<file path="config.mk">
export PLATFORM = sky130hd
export DESIGN_NAME = pll_seq_csr
export DESIGN_NICKNAME = d
export VERILOG_FILES = /design/src/rtl/pll_seq_pkg.sv /design/src/rtl/pll_seq_channel.sv /design/src/rtl/pll_seq_csr.sv
export SDC_FILE = /design/constraint.sdc
export NUM_CORES = 1
export LEC_CHECK = 0
export ABC_CLOCK_PERIOD_IN_PS = 3150
export CORE_ASPECT_RATIO = 0.75
export CORE_MARGIN = 2
export CORE_UTILIZATION = 45
export CTS_CLUSTER_DIAMETER = 50
export CTS_CLUSTER_SIZE = 14
export DETAILED_ROUTE_END_ITERATION = 12
export HOLD_SLACK_MARGIN = 0.02
export PLACE_DENSITY = 0.81
export SYNTH_ARGS = -nofsm -noshare
export SYNTH_HDL_FRONTEND = slang
export SYNTH_HIERARCHICAL = 1
export SYNTH_SLANG_ARGS = --single-unit
</file>
<file path="constraint.sdc">
create_clock -name spi_clock_in -period 3.15 [get_ports spi_clock_in]
set_clock_uncertainty 0.15 [all_clocks]
set_input_delay 0.63 -clock spi_clock_in [delete_from_list [all_inputs] [get_ports spi_clock_in]]
set_output_delay 0.63 -clock spi_clock_in [all_outputs]
set_load 0.01 [all_outputs]
</file>
<file path="src/rtl/pll_seq_pkg.sv">
// pll_seq_pkg: shared types and constants for
// the multi-channel PLL sequencer CSR block.
package pll_seq_pkg;

  typedef enum logic [2:0] {
    OFF,
    WAIT_LOCK,
    RUN,
    DRAIN,
    FAULT
  } ch_state_t;

  localparam int REG_CTRL   = 0;
  localparam int REG_STATUS = 1;
  localparam int REG_FAULT  = 2;

  localparam int MAX_PLL = 4;

endpackage

</file>
<file path="src/rtl/pll_seq_channel.sv">
// pll_seq_channel: one PLL power/lock sequencer
// with stable, timeout and guard counters.
module pll_seq_channel
  import pll_seq_pkg::*;
#(
  parameter int LOCK_STABLE_CYCLES  = 4,
  parameter int LOCK_TIMEOUT_CYCLES = 255,
  parameter int GUARD_CYCLES        = 2
) (
  input  logic clk,
  input  logic rst_n,
  input  logic req,
  input  logic lock,
  input  logic clr_tf,
  input  logic clr_ll,
  output logic pwr_n,
  output logic rd_en,
  output logic run,
  output logic timeout_fault,
  output logic lock_lost
);

  localparam int SW = $clog2(LOCK_STABLE_CYCLES + 1);
  localparam int TW = $clog2(LOCK_TIMEOUT_CYCLES + 1);
  localparam int GW = $clog2(GUARD_CYCLES + 1);

  localparam logic [SW-1:0] STB_MAX =
    SW'(LOCK_STABLE_CYCLES);
  localparam logic [TW-1:0] TMO_MAX =
    TW'(LOCK_TIMEOUT_CYCLES);
  localparam logic [GW-1:0] GRD_MAX =
    GW'(GUARD_CYCLES);

  ch_state_t state_q, state_d;

  logic [SW-1:0] stb_q, stb_d, stb_inc;
  logic [TW-1:0] tmo_q, tmo_d, tmo_inc;
  logic [GW-1:0] grd_q, grd_d, grd_inc;

  logic tf_q, tf_d, set_tf;
  logic ll_q, ll_d, set_ll;

  assign stb_inc = (stb_q == STB_MAX) ?
    stb_q : stb_q + SW'(1);
  assign tmo_inc = (tmo_q == TMO_MAX) ?
    tmo_q : tmo_q + TW'(1);
  assign grd_inc = (grd_q == GRD_MAX) ?
    grd_q : grd_q + GW'(1);

  // Next state, counters and flag set pulses
  always_comb begin
    state_d = state_q;
    stb_d   = stb_q;
    tmo_d   = tmo_q;
    grd_d   = grd_q;
    set_tf  = 1'b0;
    set_ll  = 1'b0;
    unique case (state_q)
      OFF: begin
        if (req) begin
          state_d = WAIT_LOCK;
          stb_d   = '0;
          tmo_d   = '0;
        end
      end
      WAIT_LOCK: begin
        if (!req) begin
          state_d = OFF;
        end else begin
          stb_d = lock ? stb_inc : '0;
          tmo_d = tmo_inc;
          if (lock && stb_inc == STB_MAX) begin
            state_d = RUN;
          end else if (tmo_inc == TMO_MAX) begin
            state_d = FAULT;
            set_tf  = 1'b1;
          end
        end
      end
      RUN: begin
        if (!lock) begin
          state_d = WAIT_LOCK;
          stb_d   = '0;
          tmo_d   = '0;
          set_ll  = 1'b1;
        end else if (!req) begin
          state_d = DRAIN;
          grd_d   = '0;
        end
      end
      DRAIN: begin
        grd_d = grd_inc;
        if (grd_inc == GRD_MAX) begin
          state_d = OFF;
        end
      end
      FAULT: begin
        if (clr_tf) begin
          state_d = OFF;
        end
      end
      default: begin
        state_d = OFF;
      end
    endcase
  end

  // Sticky flags: a set beats a same-cycle clear
  always_comb begin
    tf_d = (tf_q & ~clr_tf) | set_tf;
    ll_d = (ll_q & ~clr_ll) | set_ll;
  end

  // State, counter and flag registers
  always_ff @(negedge clk or negedge rst_n) begin
    if (!rst_n) begin
      state_q <= OFF;
      stb_q   <= '0;
      tmo_q   <= '0;
      grd_q   <= '0;
      tf_q    <= 1'b0;
      ll_q    <= 1'b0;
    end else begin
      state_q <= state_d;
      stb_q   <= stb_d;
      tmo_q   <= tmo_d;
      grd_q   <= grd_d;
      tf_q    <= tf_d;
      ll_q    <= ll_d;
    end
  end

  assign pwr_n = (state_q == WAIT_LOCK) ||
                 (state_q == RUN) ||
                 (state_q == DRAIN);
  assign rd_en = (state_q != RUN);
  assign run   = (state_q == RUN);

  assign timeout_fault = tf_q;
  assign lock_lost     = ll_q;

endmodule

</file>
<file path="src/rtl/pll_seq_csr.sv">
// pll_seq_csr: multi-PLL sequencer CSR block on SPI bus.
// Define PLL_LOCK_CDC_EN to add 2-flop lock synchronizers.
module pll_seq_csr
  import pll_seq_pkg::*;
#(
  parameter int PLL_CSR_BASE        = 'h40,
  parameter int N_PLL               = 1,
  parameter int PWR_REQ_DEFAULT     = 0,
  parameter int LOCK_STABLE_CYCLES  = 4,
  parameter int LOCK_TIMEOUT_CYCLES = 255,
  parameter int GUARD_CYCLES        = 2
) (
  input  logic             spi_clock_in,
  input  logic             spi_reset_n_in,
  input  logic [7:0]       opcode_in,
  input  logic [7:0]       operand_in,
  input  logic             operand_valid_in,
  output logic [7:0]       response_out,
  output logic [N_PLL-1:0] pllpowerdown_n,
  output logic [N_PLL-1:0] image_buffer_read_en,
  input  logic [N_PLL-1:0] pll_locked
);

  localparam logic [7:0] OP_CTRL =
    8'(PLL_CSR_BASE + REG_CTRL);
  localparam logic [7:0] OP_STATUS =
    8'(PLL_CSR_BASE + REG_STATUS);
  localparam logic [7:0] OP_FAULT =
    8'(PLL_CSR_BASE + REG_FAULT);

  logic hit_ctrl, hit_status, hit_fault;
  logic wr_ctrl, wr_fault;

  logic [N_PLL-1:0] req_q;
  logic [N_PLL-1:0] lock_sync;
  logic [N_PLL-1:0] run;
  logic [N_PLL-1:0] tf;
  logic [N_PLL-1:0] ll;
  logic [N_PLL-1:0] clr_tf;
  logic [N_PLL-1:0] clr_ll;

  logic [MAX_PLL-1:0] req_w, lck_w, run_w;
  logic [MAX_PLL-1:0] tf_w, ll_w;

  logic unused_operand;

  assign hit_ctrl   = (opcode_in == OP_CTRL);
  assign hit_status = (opcode_in == OP_STATUS);
  assign hit_fault  = (opcode_in == OP_FAULT);

  assign wr_ctrl  = operand_valid_in & hit_ctrl;
  assign wr_fault = operand_valid_in & hit_fault;

  assign clr_tf = wr_fault ?
    operand_in[N_PLL-1:0] : '0;
  assign clr_ll = wr_fault ?
    operand_in[N_PLL+3:4] : '0;

  assign unused_operand = ^operand_in;

  // Host power-request register
  always_ff @(negedge spi_clock_in or negedge spi_reset_n_in) begin
    if (!spi_reset_n_in) begin
      req_q <= N_PLL'(PWR_REQ_DEFAULT);
    end else if (wr_ctrl) begin
      req_q <= operand_in[N_PLL-1:0];
    end
  end

`ifdef PLL_LOCK_CDC_EN
  logic [N_PLL-1:0] sync1, sync2;

  // Two-flop synchronizer for the raw lock inputs
  always_ff @(negedge spi_clock_in or negedge spi_reset_n_in) begin
    if (!spi_reset_n_in) begin
      sync1 <= '0;
      sync2 <= '0;
    end else begin
      sync1 <= pll_locked;
      sync2 <= sync1;
    end
  end

  assign lock_sync = sync2;
`else
  assign lock_sync = pll_locked;
`endif

  for (genvar i = 0; i < N_PLL; i++) begin : g_ch
    pll_seq_channel #(
      .LOCK_STABLE_CYCLES  (LOCK_STABLE_CYCLES),
      .LOCK_TIMEOUT_CYCLES (LOCK_TIMEOUT_CYCLES),
      .GUARD_CYCLES        (GUARD_CYCLES)
    ) u_ch (
      .clk           (spi_clock_in),
      .rst_n         (spi_reset_n_in),
      .req           (req_q[i]),
      .lock          (lock_sync[i]),
      .clr_tf        (clr_tf[i]),
      .clr_ll        (clr_ll[i]),
      .pwr_n         (pllpowerdown_n[i]),
      .rd_en         (image_buffer_read_en[i]),
      .run           (run[i]),
      .timeout_fault (tf[i]),
      .lock_lost     (ll[i])
    );
  end

  // Widen per-channel vectors to the 4-bit field layout
  always_comb begin
    req_w = '0;
    lck_w = '0;
    run_w = '0;
    tf_w  = '0;
    ll_w  = '0;
    req_w[N_PLL-1:0] = req_q;
    lck_w[N_PLL-1:0] = lock_sync;
    run_w[N_PLL-1:0] = run;
    tf_w[N_PLL-1:0]  = tf;
    ll_w[N_PLL-1:0]  = ll;
  end

  // Read data mux
  always_comb begin
    response_out = '0;
    unique case (1'b1)
      hit_ctrl:   response_out = {4'h0, req_w};
      hit_status: response_out = {run_w, lck_w};
      hit_fault:  response_out = {ll_w, tf_w};
      default:    response_out = '0;
    endcase
  end

endmodule

</file>
==> impl_results.rst, run 1 <==
.. list-table::
   :header-rows: 1

   * - Metric
     - Value
   * - Ys Warns
     - 6
   * - CP Class
     - reg2out
   * - Maximum level of the CTS H-tree
     - 1
   * - Final worst slack
     - -829 ps
   * - Floorplan die height
     - 52.9 µm
   * - Std-Cell Core Area
     - 0.00300 mm²
   * - Top cell types by occurrence after synthesis
     - dfrtn_1 (19), a21oi_1 (11), inv_1 (9), nand2_1 (9), nor2_1 (8)
   * - Final number of hold-violating endpoints
     - 0
   * - Number of cells traversed by the worst register-to-register path
     - 6
   * - CP arrival
     - 3200 ps
   * - Non-Filler Cell Area, Final
     - 0.00198 mm²
   * - Effective utilization at floorplan
     - 47.9%
   * - Slew at the pin closest to its max-slew limit
     - 499 ps
   * - Initial antenna violation count
     - 0
   * - Max-slew violations
     - 0
   * - Worst hold stages
     - 1
   * - Required time of the worst setup path
     - 2370 ps
   * - Total congestion overflow after global routing
     - 0
   * - Path category of the worst min-delay check
     - reg2reg
   * - Ranking of synthesized cells by area
     - dfrtn_1 (33%), a21oi_1 (3.8%), buf_4 (3.7%), ha_1 (3.5%), nand3b_1 (3.1%)
   * - Unrepaired setup endpoints after global routing
     - yes
   * - Routability-driven placement congestion ratio
     - 0.918
   * - Share of the core filled with cells in the final layout
     - 66.0%
   * - Dominant cell by count in the synthesized netlist
     - dfrtn_1
   * - Number of flops mapped to enable cells by yosys
     - 0
   * - Failing checks
     - negative setup slack
   * - Crit start category
     - register
   * - Via count of the first global-routing pass
     - 1410
   * - Distinct cell type count after synthesis
     - 53
   * - I/O pins
     - 30
   * - Crit path buffers/inverters
     - 2
   * - Number of synthesized register bits
     - 19
   * - Aggregate global-route resource usage
     - 22.9%
   * - Clock sinks
     - 19
   * - Buffers on Ports
     - 17
   * - Total detailed-routing wirelength
     - 4.30 mm
   * - Fill cell total of the finished layout
     - 222
   * - Critical Path Fanout Max
     - 2
   * - Die area
     - 0.00366 mm²
   * - Leakage power
     - 0.000851 µW
   * - Count of final setup violators
     - 20
   * - Pin count of the biggest net entering global routing
     - 20
   * - TritonCTS Buffers
     - 3
   * - Post-CTS clock slew at the launch and capture registers of the worst setup and hold paths
     - 50 ps
   * - TritonCTS clock tree
     - yes
   * - Max-capacitance violation count
     - 0
   * - Later-pin clock latency in the skew report
     - 270 ps
   * - Endpoint class of the critical path
     - output pin
   * - Multi-input combinational cell area
     - 956 µm²
   * - Syn Area/Cell
     - 8.87 µm²
   * - Status
     - finished, violations left
   * - Detailed-router iteration count before antenna repair
     - 4
   * - Minimum setup slack among reg-to-reg paths
     - 820 ps
   * - Wire length of the first global-routing pass
     - 6.52 mm
   * - Dominant cell type by area after synthesis
     - dfrtn_1
   * - Floorplan row count
     - 17
   * - Number of hold-repair buffers added at the cts stage
     - 0
   * - Capture endpoint of the worst hold path
     - g_ch[0].u_ch/grd_q[1]
   * - Hold Startpoint
     - g_ch[0].u_ch/grd_q[1]
   * - Number of design rule violations left after detail routing
     - 0
   * - Max incr delay on CP
     - 440 ps
   * - Start of the worst register-to-register path
     - g_ch[0].u_ch/tmo_q[0]
   * - Clock tree buffer depth
     - 2
   * - # diodes
     - 0
   * - Cell family with most CP delay
     - flip-flops
   * - Async set-or-reset flop fraction in the synthesized netlist
     - 100%
   * - Average wire per standard cell
     - 17.9 µm
   * - NumNets Final
     - 227
   * - Number of antenna-violating nets in the routed design
     - 0
   * - Overall power
     - 696 µW
   * - Main synth FF type
     - dfrtn_1
   * - Total standard cell area after synthesis
     - 0.00144 mm²
   * - Area Overhead vs Synth
     - 37.9%
   * - Die X-Extent
     - 69.2 µm
   * - Area share of the leading cell type in the synthesized netlist
     - 33.1%
   * - Half-perimeter wire length after detailed placement
     - 2.86 mm
   * - Vias/cell
     - 5.98
   * - Cell breakdown of the critical path
     - nor2b_4 > nand2_2 > inv_2 > nand3b_1 > a2111oi_2 > buf_2
   * - Area of all sequential standard cells
     - 475 µm²
   * - Fraction of the yosys area taken by sequential cells
     - 33.1%
   * - Root Buffer
     - clkbuf_8
   * - Max stage delay cell, worst path
     - dfrtn_1
   * - Proportion of layout cells with a drive suffix above 1
     - 40.1%
   * - Maximum vdd ir drop
     - 0.220 mV
   * - Pwr Density
     - 351 mW/mm²
   * - Starting DRC count in detailed routing
     - 94
   * - Gate count after technology mapping
     - 162
   * - Worst slew margin relative to its limit
     - 66.5%
   * - Worst reg2reg path endpoint
     - g_ch[0].u_ch/state_q[0]
   * - Fin Setup TNS
     - -4970 ps
   * - Placed standard-cell area
     - 0.00175 mm²
   * - Via count of the routed design
     - 1435
[worst max-delay path by stage]
| stage | end | startpoint | slack, ps | cells past startpoint |
|---|---|---|---|---|
| 6_report | response_out[4] | g_ch[0].u_ch/state_q[1] | -830 | 6 |
| 5_1_grt | response_out[4] | g_ch[0].u_ch/state_q[1] | -910 | 6 |
| 4_1_cts | response_out[4] | g_ch[0].u_ch/state_q[1] | -780 | 6 |
| 3_5_place_dp | g_ch[0].u_ch/state_q[1] | opcode_in[0] | -1330 | 8 |
| 3_3_place_gp | g_ch[0].u_ch/state_q[1] | opcode_in[0] | -1270 | 8 |
| 2_1_floorplan | g_ch[0].u_ch/state_q[1] | opcode_in[7] | -800 | 7 |
[through the flow]
step	setup WS, ps	hold slack [ps]	instances
after floorplan	-805	276	167
after global placement	-1270	289	226
after detailed placement	-1330	301	226
after CTS	-784	301	235
after global routing	-906	329	240
final	-829	301	240
[metal layers]
metal,global-route usage (%),vias up,routed length [µm]
met5,0,-,0
met4,8.17,0,107
met3,3.62,10,207
met2,43.8,47,2220
met1,26.4,708,1770
li1,-,670,-
[state kept, by name, indices dropped and copies added (netlist names)]
register                 flops
g_ch.u_ch/grd_q              2
g_ch.u_ch/lock_lost          1
g_ch.u_ch/stb_q              3
g_ch.u_ch/tmo_q              8
g_ch.u_ch/state_q            3
req_q                        1
g_ch.u_ch/timeout_fault      1
[worst reg2reg max path, delay by kind of cell (launching register included)]
family	cells	cell delay, ps
adder cells (fa/ha/maj)	1	380
AO/OA/AOI/OAI	2	500
AND/OR/NAND/NOR	3	550
flip-flops	1	600
[report_power, final]
group          internal, µW  switching, µW
clock network          90.0           80.6
registers               280           64.7
logic                  87.9           92.4
total                   458            238
[kinds of logic after synthesis]
| logic type | count (synthesis) | share of synthesized area [%] |
|---|---|---|
| buf+inv | 25 | 10.0 |
| fa+ha+maj | 4 | 3.48 |
| flops | 19 | 33.1 |
| simple gates | 62 | 27.0 |
| mux | 4 | 3.05 |
| compound gates | 47 | 23.1 |
| other cells | 1 | 0.261 |
[layout make-up]
| cell class | count | share of cell area (%) |
|---|---|---|
| inverter | 9 | 1.71 |
| timing repair buffer | 47 | 21.4 |
| clock buffer | 4 | 2.27 |
| tap | 38 | 2.40 |
| multi-input combinational | 123 | 48.3 |
| sequential | 19 | 24.0 |
[repair_timing]
| item | 4_1_cts | 5_1_grt |
|---|---|---|
| setup buffers | 6 | 7 |
| endpoints found under the setup margin | 23 | 21 |
| pin swaps | 14 | 8 |
| gates resized for setup | 64 | 22 |
[placed cells by master (no fill, tap or decap), drive strengths merged, types with 4 or more instances in the layout]
cell type	count
conb	6
ha	4
o21ai	13
clkdlybuf4s50	4
nand3	7
clkbuf	4
buf	42
nand3b	6
nand4	5
and3	7
a21oi	12
nand2	10
dfrtn	19
nor2	8
inv	9
Note: power is estimated with default switching activity, not from simulation.
==> run 2: changes to the inputs <==
CTS_BUF_LIST = sky130_fd_sc_hd__clkbuf_16   (was not set)
==> impl_results.rst, run 2 (synthesized netlist as in run 1, its figures left out) <==
.. list-table::
   :header-rows: 1

   * - Metric
     - Value
   * - Std-Cell Core Area
     - 0.00300 mm²
   * - Pwr Density
     - 383 mW/mm²
   * - Number of design rule violations left after detail routing
     - 0
   * - Average wire per standard cell
     - 18.8 µm
   * - Most Used Layer, Global Route
     - met2
   * - Leakage power
     - 0.000873 µW
   * - Maximum level of the CTS H-tree
     - 1
   * - Effective utilization at floorplan
     - 47.9%
   * - Global-route track usage on met3
     - 4.38%
   * - Floorplan die height
     - 52.9 µm
   * - Failing checks
     - negative setup slack
   * - Initial antenna violation count
     - 0
   * - Status
     - finished, violations left
   * - # diodes
     - 0
   * - Area of all sequential standard cells
     - 475 µm²
   * - Most frequent cells in the layout
     - dfrtn_1 (19), buf_4 (19), buf_6 (14)
   * - Max-capacitance violation count
     - 0
   * - Endpoint class of the critical path
     - output pin
   * - Crit start category
     - register
   * - Largest regs
     - g_ch.u_ch/tmo_q: 8 flops, g_ch.u_ch/state_q: 3 flops, g_ch.u_ch/stb_q: 3 flops
   * - CP arrival
     - 3330 ps
   * - Half-perimeter wire length after detailed placement
     - 2.86 mm
   * - Switching part of the total
     - 31.3%
   * - Non-Filler Cell Area, Final
     - 0.00204 mm²
   * - Final number of hold-violating endpoints
     - 0
   * - Detailed-router iteration count before antenna repair
     - 5
   * - Root Buffer
     - clkbuf_16
   * - Post-CTS clock slew at the launch and capture registers of the worst setup and hold paths
     - 40 ps
   * - Number of cells traversed by the worst register-to-register path
     - 6
   * - Maximum vdd ir drop
     - 0.281 mV
   * - Unrepaired setup endpoints after global routing
     - yes
   * - Die X-Extent
     - 69.2 µm
   * - Register with the most flip-flops
     - g_ch.u_ch/tmo_q
   * - Worst hold slack
     - 301 ps
   * - Area Overhead vs Synth
     - 42.2%
   * - Placed insts
     - 226
   * - Clock tree buffer depth
     - 2
   * - Worst hold stages
     - 1
   * - Via count of the first global-routing pass
     - 1424
   * - Combinational Power Share
     - 23.2%
   * - Total detailed-routing wirelength
     - 4.52 mm
   * - Buffers on Ports
     - 17
   * - NumNets Final
     - 227
   * - Later-pin clock latency in the skew report
     - 280 ps
   * - Largest register FFs
     - 8
   * - Final worst slack
     - -959 ps
   * - Sw power
     - 245 µW
   * - Placed standard-cell area
     - 0.00175 mm²
   * - Share of the core filled with cells in the final layout
     - 68.1%
   * - I/O pins
     - 30
   * - TritonCTS Buffers
     - 3
   * - CP Class
     - reg2out
   * - Routability-driven placement congestion ratio
     - 0.918
   * - Path category of the worst min-delay check
     - reg2reg
   * - Count of final setup violators
     - 17
   * - Pin count of the biggest net entering global routing
     - 20
   * - Number of antenna-violating nets in the routed design
     - 0
   * - Met2 Usage GRT
     - 43.9%
   * - GR Util met1
     - 27.9%
   * - Via count of the routed design
     - 1470
   * - Required time of the worst setup path
     - 2370 ps
   * - TritonCTS clock tree
     - yes
   * - Internal portion of total power
     - 537 µW
   * - Multi-input combinational cell area
     - 986 µm²
   * - Die area
     - 0.00366 mm²
   * - Filler-free cell count of the finished design
     - 240
   * - Setup slack at placement
     - -1330 ps
   * - Clock sinks
     - 19
   * - Max-slew violations
     - 0
   * - Fill cell total of the finished layout
     - 219
   * - Aggregate global-route resource usage
     - 23.7%
   * - Total congestion overflow after global routing
     - 0
   * - Fraction of power consumed by the clock network
     - 32.7%
   * - Floorplan row count
     - 17
   * - Proportion of layout cells with a drive suffix above 1
     - 40.6%
   * - Sequential fraction of design power
     - 44.0%
   * - Critical Path Fanout Max
     - 2
   * - Vias/cell
     - 6.13
   * - Wire length of the first global-routing pass
     - 6.71 mm
   * - Starting DRC count in detailed routing
     - 79
==> run 2: changes by cell type in the layout (fill, tap and decap cells not counted), moves of 2 or more <==
| cell | before | now |
|---|---|---|
| buf_6 | 12 | 14 |
| buf_4 | 21 | 19 |
| clkbuf_16 | 0 | 3 |
| clkbuf_8 | 3 | 0 |
==> run 2: final cells by class <==
type | count | share of cell area (%)
Clock inverter | 1 | 0.184
Clock buffer | 3 | 3.68
Tap cell | 38 | 2.33
Multi-Input combinational cell | 123 | 48.3
Timing Repair Buffer | 47 | 20.6
Sequential cell | 19 | 23.3
Inverter | 9 | 1.65
==> run 2: final timing paths <==
kind / endpoint / slack (ps) / startpoint
worst max-delay path: response_out[4] / -960 / g_ch[0].u_ch/state_q[1]
worst min-delay path: g_ch[0].u_ch/grd_q[1] / 300 / g_ch[0].u_ch/grd_q[1]
min in group asynchronous: g_ch[0].u_ch/tmo_q[4] / 2010 / spi_reset_n_in
worst max register to register: g_ch[0].u_ch/state_q[0] / 750 / g_ch[0].u_ch/tmo_q[0]
max in group asynchronous: g_ch[0].u_ch/state_q[2] / 680 / spi_reset_n_in
worst min register to register: g_ch[0].u_ch/grd_q[1] / 300 / g_ch[0].u_ch/grd_q[1]
==> run 2: per-stage QoR <==
stage / power (µW) / setup TNS [ps]
global placement: 480 / -16470
detailed placement: 496 / -17030
global route: 826 / -5420
floorplan: 439 / -5970
CTS: 766 / -4610
finish: 782 / -4790
==> run 2: power by group through the flow <==
stage	sequential, µW	combinational, µW	clock [µW]
floorplan	307	132	0
global placement	338	143	0
detailed placement	344	152	0
CTS	341	161	265
global route	352	200	273
finish	344	182	256
==> run 2: worst max-delay path, cell delays in order (launching register included) <==
cell and delay, ps:
dfrtn_1 420, nor2b_4 160, nand2_2 70, inv_2 60, nand3b_1 160, a2111oi_4 400
buf_2 210
==> run 2: what timing repair did <==
item,CTS,global route
gates cloned,0,0
pin swaps,16,12
setup endpoints to repair,23,21
gates resized for setup,65,24
hold buffers,0,0
hold endpoints to repair,0,0
setup buffers,7,5
==> run 2: per-layer routing <==
| layer | share of wire (%) | wire length [µm] | vias to the layer above |
|---|---|---|---|
| met5 | 0 | 0 | - |
| met4 | 2.3 | 106 | 0 |
| met3 | 5.7 | 258 | 14 |
| met2 | 53 | 2390 | 67 |
| met1 | 39 | 1760 | 717 |
| li1 | - | - | 672 |
